===== src/rtl/ryuki_datatypes.sv =====
// ryuki_datatypes: shared types for the instruction fetch sequencer.
// Holds the sequencer FSM state enum and the response bundle layout.
package ryuki_datatypes;

    localparam int FETCH_ADDR_W = 32;
    localparam int FETCH_DATA_W = 32;
    localparam int FETCH_LAT_W  = 8;

    typedef enum logic [1:0] {
        IDLE  = 2'd0,
        RUN   = 2'd1,
        DRAIN = 2'd2,
        DONE  = 2'd3
    } fetch_seq_state_t;

    typedef struct packed {
        logic [FETCH_ADDR_W-1:0] addr;
        logic [FETCH_DATA_W-1:0] data;
        logic [FETCH_LAT_W-1:0]  latency;
    } fetch_resp_t;

endpackage


===== src/rtl/fetch_pending_fifo.sv =====
// fetch_pending_fifo: synchronous first-word-fall-through FIFO.
// Ports: clk, rst (sync active-low), push/wdata, pop/rdata (head),
// full, empty, count (entries held).
module fetch_pending_fifo #(
    parameter int WIDTH = 8,
    parameter int DEPTH = 4
) (
    input  logic                       clk,
    input  logic                       rst,
    input  logic                       push,
    input  logic [WIDTH-1:0]           wdata,
    input  logic                       pop,
    output logic [WIDTH-1:0]           rdata,
    output logic                       full,
    output logic                       empty,
    output logic [$clog2(DEPTH+1)-1:0] count
);

    localparam int AW = (DEPTH > 1) ? $clog2(DEPTH) : 1;
    localparam int CW = $clog2(DEPTH + 1);

    logic [WIDTH-1:0] mem_q [DEPTH];
    logic [WIDTH-1:0] mem_d [DEPTH];
    logic [AW-1:0]    wr_ptr_q, wr_ptr_d;
    logic [AW-1:0]    rd_ptr_q, rd_ptr_d;
    logic [CW-1:0]    count_q, count_d;
    logic             do_push, do_pop;

    // Explicit wrap keeps non-power-of-2 depths correct.
    function automatic logic [AW-1:0] ptr_inc(input logic [AW-1:0] p);
        return (p == AW'(DEPTH - 1)) ? '0 : p + AW'(1);
    endfunction

    assign full  = (count_q == CW'(DEPTH));
    assign empty = (count_q == '0);
    assign count = count_q;
    assign rdata = mem_q[rd_ptr_q];

    always_comb begin
        do_push  = push && !full;
        do_pop   = pop && !empty;
        mem_d    = mem_q;
        wr_ptr_d = wr_ptr_q;
        rd_ptr_d = rd_ptr_q;
        count_d  = count_q;
        if (do_push) begin
            mem_d[wr_ptr_q] = wdata;
            wr_ptr_d        = ptr_inc(wr_ptr_q);
        end
        if (do_pop) begin
            rd_ptr_d = ptr_inc(rd_ptr_q);
        end
        unique case ({do_push, do_pop})
            2'b10:   count_d = count_q + CW'(1);
            2'b01:   count_d = count_q - CW'(1);
            default: count_d = count_q;
        endcase
    end

    always_ff @(posedge clk) begin
        if (!rst) begin
            for (int i = 0; i < DEPTH; i++) begin
                mem_q[i] <= '0;
            end
            wr_ptr_q <= '0;
            rd_ptr_q <= '0;
            count_q  <= '0;
        end else begin
            mem_q    <= mem_d;
            wr_ptr_q <= wr_ptr_d;
            rd_ptr_q <= rd_ptr_d;
            count_q  <= count_d;
        end
    end

endmodule


===== src/rtl/instr_fetch_sequencer.sv =====
// instr_fetch_sequencer: replays a programmed address list over the
// req/grant/rvalid memory protocol with several requests in flight.
// Ports: list load (seq_wr_en/seq_wr_addr/seq_clear), control
// (start/busy/done/proto_err), memory side (instr_req/addr/grant/
// rvalid/rdata), response side (resp_valid/ready/addr/data/latency).
module instr_fetch_sequencer
    import ryuki_datatypes::*;
#(
    parameter int ADDR_WIDTH      = 32,
    parameter int DATA_WIDTH      = 32,
    parameter int SEQ_DEPTH       = 16,
    parameter int MAX_OUTSTANDING = 4,
    parameter int RESP_DEPTH      = 8,
    parameter int LAT_WIDTH       = 8
) (
    input  logic                  clk,
    input  logic                  rst,
    input  logic                  seq_wr_en,
    input  logic [ADDR_WIDTH-1:0] seq_wr_addr,
    input  logic                  seq_clear,
    input  logic                  start,
    output logic                  busy,
    output logic                  done,
    output logic                  proto_err,
    output logic                  instr_req,
    output logic [ADDR_WIDTH-1:0] instr_addr,
    input  logic                  instr_grant,
    input  logic                  instr_rvalid,
    input  logic [DATA_WIDTH-1:0] instr_rdata,
    output logic                  resp_valid,
    input  logic                  resp_ready,
    output logic [ADDR_WIDTH-1:0] resp_addr,
    output logic [DATA_WIDTH-1:0] resp_data,
    output logic [LAT_WIDTH-1:0]  resp_latency
);

    localparam int SIW = $clog2(SEQ_DEPTH);
    localparam int SCW = SIW + 1;
    localparam int PW  = ADDR_WIDTH + LAT_WIDTH;
    localparam int RW  = ADDR_WIDTH + DATA_WIDTH + LAT_WIDTH;
    localparam int PCW = $clog2(MAX_OUTSTANDING + 1);
    localparam int RCW = $clog2(RESP_DEPTH + 1);

    fetch_seq_state_t state_q, state_d;

    logic [ADDR_WIDTH-1:0] seq_mem_q [SEQ_DEPTH];
    logic [ADDR_WIDTH-1:0] seq_mem_d [SEQ_DEPTH];
    logic [SCW-1:0]        seq_count_q, seq_count_d;
    logic [SCW-1:0]        ptr_q, ptr_d;
    logic [LAT_WIDTH-1:0]  ts_q, ts_d;
    logic                  proto_err_q, proto_err_d;

    logic [PW-1:0]  pend_wdata, pend_rdata;
    logic           pend_push, pend_pop, pend_full, pend_empty;
    logic [PCW-1:0] pend_count;
    logic [RW-1:0]  resp_wdata, resp_rdata;
    logic           resp_push, resp_pop, resp_full, resp_empty;
    logic [RCW-1:0] resp_count;

    logic [ADDR_WIDTH-1:0] cur_addr;
    logic [31:0]           credit_sum;
    logic                  credit_ok;
    logic                  grant, last_grant, rvalid_ok;

    // ---- sequence list ----
    always_comb begin
        seq_mem_d   = seq_mem_q;
        seq_count_d = seq_count_q;
        if (state_q == IDLE) begin
            if (seq_clear) begin
                seq_count_d = '0;
            end else if (seq_wr_en &&
                         seq_count_q < SCW'(SEQ_DEPTH)) begin
                seq_mem_d[seq_count_q[SIW-1:0]] = seq_wr_addr;
                seq_count_d = seq_count_q + SCW'(1);
            end
        end
    end

    // ---- issue ----
    // Slots in flight plus queued responses never exceed the
    // response FIFO, so an rvalid always has somewhere to land.
    // While a request waits for grant this sum cannot grow, which
    // keeps instr_req/instr_addr stable until accepted.
    always_comb begin
        cur_addr   = seq_mem_q[ptr_q[SIW-1:0]];
        credit_sum = 32'(pend_count) + 32'(resp_count);
        credit_ok  = !pend_full && (credit_sum < 32'(RESP_DEPTH));
        instr_req  = (state_q == RUN) && (ptr_q < seq_count_q)
                     && credit_ok;
        instr_addr = instr_req ? cur_addr : '0;
        grant      = instr_req && instr_grant;
        last_grant = grant && (ptr_q == seq_count_q - SCW'(1));
        ptr_d      = (state_q == IDLE) ? '0
                   : grant ? ptr_q + SCW'(1) : ptr_q;
    end

    // ---- completion ----
    always_comb begin
        ts_d        = ts_q + LAT_WIDTH'(1);
        rvalid_ok   = instr_rvalid && !pend_empty;
        proto_err_d = proto_err_q || (instr_rvalid && pend_empty);
        pend_push   = grant && !pend_full;
        pend_wdata  = {cur_addr, ts_q};
        pend_pop    = rvalid_ok;
        resp_push   = rvalid_ok && !resp_full;
        // Latency wraps modulo 2^LAT_WIDTH.
        resp_wdata  = {pend_rdata[PW-1:LAT_WIDTH], instr_rdata,
                       ts_q - pend_rdata[LAT_WIDTH-1:0]};
        resp_valid  = !resp_empty;
        resp_pop    = resp_valid && resp_ready;
        resp_addr   = resp_rdata[RW-1 -: ADDR_WIDTH];
        resp_data   = resp_rdata[LAT_WIDTH +: DATA_WIDTH];
        resp_latency = resp_rdata[LAT_WIDTH-1:0];
        proto_err   = proto_err_q;
    end

    // ---- FSM: state register ----
    always_ff @(posedge clk) begin
        if (!rst) begin
            state_q <= IDLE;
        end else begin
            state_q <= state_d;
        end
    end

    // ---- FSM: next state ----
    always_comb begin
        state_d = state_q;
        unique case (state_q)
            IDLE: begin
                if (start) begin
                    state_d = (seq_count_q != '0) ? RUN : DONE;
                end
            end
            RUN: begin
                if (last_grant) begin
                    state_d = DRAIN;
                end
            end
            DRAIN: begin
                if (pend_empty) begin
                    state_d = DONE;
                end
            end
            DONE:    state_d = IDLE;
            default: state_d = IDLE;
        endcase
    end

    // ---- FSM: outputs ----
    always_comb begin
        busy = (state_q == RUN) || (state_q == DRAIN);
        done = (state_q == DONE);
    end

    // ---- datapath registers ----
    always_ff @(posedge clk) begin
        if (!rst) begin
            for (int i = 0; i < SEQ_DEPTH; i++) begin
                seq_mem_q[i] <= '0;
            end
            seq_count_q <= '0;
            ptr_q       <= '0;
            ts_q        <= '0;
            proto_err_q <= 1'b0;
        end else begin
            seq_mem_q   <= seq_mem_d;
            seq_count_q <= seq_count_d;
            ptr_q       <= ptr_d;
            ts_q        <= ts_d;
            proto_err_q <= proto_err_d;
        end
    end

    fetch_pending_fifo #(
        .WIDTH (PW),
        .DEPTH (MAX_OUTSTANDING)
    ) u_pend (
        .clk   (clk),
        .rst   (rst),
        .push  (pend_push),
        .wdata (pend_wdata),
        .pop   (pend_pop),
        .rdata (pend_rdata),
        .full  (pend_full),
        .empty (pend_empty),
        .count (pend_count)
    );

    fetch_pending_fifo #(
        .WIDTH (RW),
        .DEPTH (RESP_DEPTH)
    ) u_resp (
        .clk   (clk),
        .rst   (rst),
        .push  (resp_push),
        .wdata (resp_wdata),
        .pop   (resp_pop),
        .rdata (resp_rdata),
        .full  (resp_full),
        .empty (resp_empty),
        .count (resp_count)
    );

endmodule


===== config.mk =====
export PLATFORM = sky130hd
export DESIGN_NAME = instr_fetch_sequencer
export DESIGN_NICKNAME = d
export VERILOG_FILES = /design/src/rtl/ryuki_datatypes.sv /design/src/rtl/fetch_pending_fifo.sv /design/src/rtl/instr_fetch_sequencer.sv
export SDC_FILE = /design/constraint.sdc
export NUM_CORES = 2
export LEC_CHECK = 0
export CORE_ASPECT_RATIO = 1.4
export CORE_UTILIZATION = 55
export CTS_BUF_LIST = sky130_fd_sc_hd__clkbuf_4
export DETAILED_ROUTE_END_ITERATION = 8
export PLACE_DENSITY = 0.76
export SLEW_MARGIN = 30
export SYNTH_ARGS = -nofsm -noshare
export SYNTH_HDL_FRONTEND = slang
export SYNTH_SLANG_ARGS = --single-unit
export TNS_END_PERCENT = 5

===== constraint.sdc =====
create_clock -name clk -period 3.5 [get_ports clk]
set_input_delay 1.05 -clock clk [delete_from_list [all_inputs] [get_ports clk]]
set_output_delay 1.05 -clock clk [all_outputs]
set_load 0.02 [all_outputs]

; Word level (Yosys, flattened, before mapping)
; Cells that the tools add are included.
[word_totals]
register_bits = 1286
latch_bits = 0
ram_bits = 0
rom_bits = 0
input_bits = 72
output_inout_bits = 109
elab_cells = 157
n_memories = 0
[op_classes]
add_sub_neg = 14
mul = 0
div_mod_pow = 0
magnitude_cmp = 12
n_eq_ne = 17
n_shift = 0
muxes = 32
bitwise = 8
n_reduce_logical = 35
[op_table]
columns = cell, count
row1 = 576-bit bitwise mux, 1
row2 = 512-bit bitwise mux, 1
row3 = 72-bit binary-select mux with 3-bit select, 1
row4 = 72-bit demux with 3-bit select, 1
row5 = 72-bit 2-to-1 mux, 3
row6 = 160-bit bitwise mux, 1
row7 = 32-bit binary-select mux with 4-bit select, 1
row8 = 32-bit demux with 4-bit select, 1
row9 = 32-bit 2-to-1 mux, 4
row10 = 40-bit 2-to-1 mux, 3
row11 = 40-bit binary-select mux with 2-bit select, 1
row12 = 40-bit demux with 2-bit select, 1
row13 = 1-bit logical AND, 18
row14 = 2-bit == test (second input constant), 6
row15 = 2-bit 2-to-1 mux, 6
row16 = 5-bit by 1-bit adder with 5-bit output (second input constant), 2
row17 = 5-bit greater-or-equal comparator (second input constant), 2
row18 = 5-bit 2-to-1 mux, 2
row19 = 4-bit NOT with 5-bit output, 2
row20 = 3-bit by 1-bit adder with 3-bit output (second input constant), 3
row21 = 3-bit == test (second input constant), 3
row22 = 8-bit by 1-bit adder with 8-bit output (second input constant), 1
row23 = 4-bit greater-or-equal comparator (second input constant), 2
row24 = 3-bit NOT with 4-bit output, 2
row25 = other kinds (34), 50

; Depth between registers and ports, before layout
[logic_depth]
ltp_word = 9
depth_mapped = 16

; By module
; A second synthesis with hierarchy kept.
[unflattened]
cells_unflattened = 6412
area_unflattened_um2 = 59676.0
[modules_own_cells]
columns = mod, n_inst, cells_each, area_per_inst_um2, seq_area_each_um2
row1 = fetch_pending_fifo (u_resp), 1, 2904, 26516.7, 11731.3
row2 = instr_fetch_sequencer, 1, 2841, 25762.2, 10670.2
row3 = fetch_pending_fifo (u_pend), 1, 667, 7397.1, 3343.2

; Worst setup path after synthesis
; No wires, ideal clock.
[synth_timing]
kind = flip-flop to output port
startpoint = reg ptr_q[0]
endpoint = out instr_addr[10]
arrival_ns = 2.788
required_time_ns = 2.450
setup_slack_ns = -0.338
path_stages_with_launch = 14
path_buffers = 6
cell_sequence = dfxtp_1 -> clkbuf_1 -> buf_2 -> buf_2 -> buf_2 -> inv_1 -> ha_1 -> nor2b_1 -> o211a_1 -> o21ai_2 -> clkbuf_1 -> nand3_1 -> clkbuf_1 -> nor2_1
[synth_via]
elab_chain_len = 5
elab_cells_between_ends = 8
cone_classes = order compare: 1 / mux: 4 / bitwise: 1 / reduce/logical: 2
[synth_lines]
columns = item, line_no
row1 = start: declaration, instr_fetch_sequencer.sv:49  ; logic [SCW-1:0] ptr_q, ptr_d;
row2 = start signal: assignment, instr_fetch_sequencer.sv:170  ; ptr_q <= ptr_d;
row3 = 4-bit NOT with 5-bit output (implied by the code), instr_fetch_sequencer.sv:86  ; cur_addr = seq_mem_q[ptr_q[SIW-1:0]];
row4 = 32-bit binary-select mux with 4-bit select, instr_fetch_sequencer.sv:86
row5 = 32-bit 2-to-1 mux (implied by the code) (2 in a row), instr_fetch_sequencer.sv:86
row6 = 32-bit 2-to-1 mux *, instr_fetch_sequencer.sv:91  ; instr_addr = instr_req ? cur_addr : '0;
row7 = end: declaration, instr_fetch_sequencer.sv:26  ; output logic [ADDR_WIDTH-1:0] instr_addr,
; Mark *: on every way between the ends. The rest lies on a longest branch, timed or not. The select of a mux whose other input is x is not followed.

; Final worst setup path
[layout_timing]
startpoint = reg ptr_q[0]
endpoint = out instr_addr[0]
; The elaborated chain is that of the path after synthesis.

==> metrics.md <==
| Metric | Value |
|---|---|
| Outcome | complete, but fails checks |
| Violated checks | setup timing |
| Number of cells traversed by the worst hold path | 3 |
| Commonest register cell after synthesis | sky130_fd_sc_hd__dfxtp_1 |
| Count of nets left with antenna violations after detail routing | 0 |
| First DRT Iteration DRCs | 4708 |
| Seq/Total Area, Yosys | 47.5% |
| Post-synth top area share | 47.5% |
| CORE AREA | 97100 um2 |
| Internal reg-to-reg setup slack | 0.40 ns |
| Via density | 5.95 |
| Hold/Removal Path Class | in2reg |
| Min-delay src | rst |
| Setup repair after global routing missed its margin | true |
| Final #Nets | 6634 |
| Fraction of power spent switching nets | 25.1% |
| Clock insertion delay at the later pin of the skew report | 1.28 ns |
| WL per Instance | 20.7 um |
| Cell type with the largest total area after synthesis | sky130_fd_sc_hd__dfxtp_1 |
| Worst Hold End | u_pend.rd_ptr_q[0] |
| Area added between synthesis and finish | 17.4% |
| Deepest level of the CTS H-tree | 5 |
| GRT Resource Usage Total | 33.0% |
| Vias in the first global route | 47300 |
| Setup WS post-layout | -0.981 ns |
| GRT overflow | 0 |
| Warnings, synthesis | 0 |
| Highest-count cells in the layout ignoring fill and taps | 2257 x sky130_fd_sc_hd__nand2_1, 1277 x sky130_fd_sc_hd__dfxtp_1, 1081 x sky130_fd_sc_hd__a21oi_1 |
| Cts bufs inserted | 322 |
| Post-synth EDFFs | 0 |
| Time the worst path needs with I/O delays and setup | 4.48 ns |
| Synthesized flop and latch total | 1286 |
| Crit start category | flip-flop |
| Critical path arrival | 3.43 ns |
| Y dimension of the die | 373 um |
| Hold Fails Final Rpt | 0 |
| Total number of vias | 47800 |
| Kind of capture point of the worst setup path | primary output |
| Total of endpoints with negative setup slack in the final report | 105 |
| Number of distinct library cells after synthesis | 49 |
| Antenna violations before repair | 16 |
| Buffers added on ports | 180 |
| Portion of total power attributed to sequential cells | 51.4% |
| Comb power frac | 7.1% |
| Chip Width | 267 um |
| Mapped Cells | 6293 |
| Crit Path Max Fanout | 7 |
| RD Place Congestion | 0.861 |
| Number of hold buffers added after CTS | 0 |
| Int Pwr | 21.5 mW |
| Count of clock tree sinks | 1286 |
| Post-detail-place hpwl | 95.9 mm |
| Logic depth of the worst register-to-register path | 9 |
| Detailed-router iteration count before antenna repair | 6 |
| Destination of the worst register-to-register timing path | u_resp.mem_q[439] |
| Slew at the pin with the worst max-slew slack | 0.865 ns |
| Max Slew Vio Count | 0 |
| Clock root buffer | sky130_fd_sc_hd__clkbuf_4 |
| Synth area leaders | sky130_fd_sc_hd__dfxtp_1 48%, sky130_fd_sc_hd__nand2_1 16%, sky130_fd_sc_hd__mux4_2 13%, sky130_fd_sc_hd__a21oi_1 10%, sky130_fd_sc_hd__clkbuf_1 3.2% |
| Maxcap violations | 0 |
| Clock Power Share | 41.6% |
| Initial Util | 55.8% |
| Top-Level Pins | 181 |
| DRC | 0 |
| CP Class | reg2out |
| Ys async rst share | 0% |
| Worst IR drop on VDD | 0.000353 V |
| Die area | 99800 um2 |
| Summed instance area of the synthesized netlist | 54200 um2 |
| Lkg Pwr | 21.4 nW |
| Row Count | 135 |
| Critical path required time | 2.45 ns |
| TritonCTS clock tree | built |
| Most common cell after layout, fill and taps aside | sky130_fd_sc_hd__nand2_1 |
| Share of layout cells above drive strength 1 | 20.9% |
| Clock buffer depth | 4 |
| Period utilisation layout | 128% |
| Maximum number of pins on one net before global-route repair | 169 |
| Post-Route Skew | 0.101 ns |
| Post-Route Hold Slack | 0.346 ns |
| Launch instance of the worst register-to-register path | u_pend.rd_ptr_q[0] |
| Power density over the cells | 453 nW/um2 |
| Headroom to the max-slew limit | 42.2% |
| Fmax | 0.223 GHz |
| Clock-pin slew on the worst setup and hold paths | 0.06 ns |
| Post-Place Setup Slack | -0.0592 ns |
| Aggregate routed wire length | 166 mm |
| Switching power | 7.23 mW |
| Net Count, Synth | 6406 |
| First-pass GRT wire length | 257 mm |
| Average cell area after synthesis | 8.61 um2 |
## worst max path at each step
stage	start	endpoint	slack [ns]	cells past startpoint
final	ptr_q[0]	instr_addr[0]	-0.98	9
after global routing	ptr_q[0]	instr_addr[0]	-1.06	9
after CTS	ptr_q[0]	instr_addr[16]	-0.97	10
after detailed placement	ptr_q[0]	instr_addr[17]	-0.06	7
after global placement	ptr_q[0]	instr_addr[11]	-0.05	9
after floorplan	ptr_q[0]	instr_addr[10]	0.03	13
## what timing repair did
item	4_1_cts	5_1_grt
cloned	9	0
endpoints found under the setup margin	108	105
pin swaps	10	13
resized for setup	568	62
buffers inserted	31	8
## registers in the layout, indices dropped and copies added, names as in the netlist
name             count
proto_err            1
ptr_q                5
seq_count_q          5
seq_mem_q          512
state_q              2
ts_q                 8
u_pend.count         3
u_pend.mem_q       160
u_pend.rd_ptr_q      2
u_pend.wr_ptr_q      2
u_resp.count         4
u_resp.mem_q       576
u_resp.rd_ptr_q      3
u_resp.wr_ptr_q      3
## routing by layer
layer | part of all wire, % | GRT usage (%)
met5 | 0.0072 | 0
met4 | 5.4 | 20.2
met3 | 9.3 | 7.60
met2 | 50 | 56.4
met1 | 35 | 37.0
## logic make-up after synthesis
| kind of cell | Yosys count | share of synthesized area [%] |
|---|---|---|
| simple gates | 2554 | 18.1 |
| compound gates | 1305 | 12.2 |
| flops | 1286 | 47.5 |
| buf+inv | 601 | 4.35 |
| mux | 482 | 16.4 |
| fa+ha+maj | 41 | 0.989 |
| xor+xnor | 24 | 0.388 |
## synth_stat cells, types with 7 or more instances
master	number
sky130_fd_sc_hd__a211oi_1	17
sky130_fd_sc_hd__a21oi_1	1104
sky130_fd_sc_hd__a31oi_1	7
sky130_fd_sc_hd__and2_1	8
sky130_fd_sc_hd__buf_1	36
sky130_fd_sc_hd__buf_2	43
sky130_fd_sc_hd__clkbuf_1	461
sky130_fd_sc_hd__clkbuf_2	28
sky130_fd_sc_hd__dfxtp_1	1286
sky130_fd_sc_hd__ha_1	38
sky130_fd_sc_hd__inv_1	30
sky130_fd_sc_hd__mux2_2	105
sky130_fd_sc_hd__mux2i_1	65
sky130_fd_sc_hd__mux4_2	312
sky130_fd_sc_hd__nand2_1	2260
sky130_fd_sc_hd__nand3_1	49
sky130_fd_sc_hd__nand4_1	7
sky130_fd_sc_hd__nor2_1	183
sky130_fd_sc_hd__nor2b_1	8
sky130_fd_sc_hd__nor3_1	15
sky130_fd_sc_hd__o21ai_0	163
sky130_fd_sc_hd__xnor2_1	10
sky130_fd_sc_hd__xor2_1	14
## critical path: stages (launching register included)
cell	delay (ns)
sky130_fd_sc_hd__dfxtp_4	0.46
sky130_fd_sc_hd__buf_12	0.18
sky130_fd_sc_hd__buf_16	0.16
sky130_fd_sc_hd__buf_12	0.13
sky130_fd_sc_hd__buf_4	0.11
sky130_fd_sc_hd__mux4_2	0.49
sky130_fd_sc_hd__mux2_4	0.29
sky130_fd_sc_hd__a21oi_4	0.18
sky130_fd_sc_hd__nor2_1	0.06
sky130_fd_sc_hd__buf_4	0.16
## power groups by stage
| stage | logic, mW | registers [mW] | clock network [mW] |
|---|---|---|---|
| 6_report | 2.03 | 14.8 | 12.0 |
| 5_1_grt | 2.14 | 14.8 | 13.0 |
| 4_1_cts | 1.96 | 14.8 | 12.1 |
| 3_5_place_dp | 1.90 | 15.1 | 0 |
| 3_3_place_gp | 1.88 | 15.1 | 0 |
| 2_1_floorplan | 1.14 | 15.1 | 0 |
## area by class of cell
cell class	instances	area, um2
flip-flops and latches	1286	25800
clock inverters	62	318
repair buffers	474	5410
diodes	21	52.6
clock buffers	452	3390
multi-input cells	4406	26900
fillers	7662	33600
inverters	31	124
well taps	1301	1630
## per-stage QoR
| step | power, mW | utilization, % | area (um2) | std cells | TNS [ns] |
|---|---|---|---|---|---|
| after floorplan | 16.2 | - | 54500 | 6293 | 0 |
| after global placement | 17.0 | 60.6 | 58800 | 7452 | -0.197 |
| final | 28.8 | 65.5 | 63600 | 8033 | -65.65 |
| after CTS | 28.9 | 65.1 | 63300 | 8005 | -72.16 |
| after global routing | 29.9 | 65.4 | 63600 | 8025 | -76.90 |
| after detailed placement | 17.0 | 60.6 | 58800 | 7452 | -0.353 |
No activity file was read; power rests on OpenSTA's default activity.
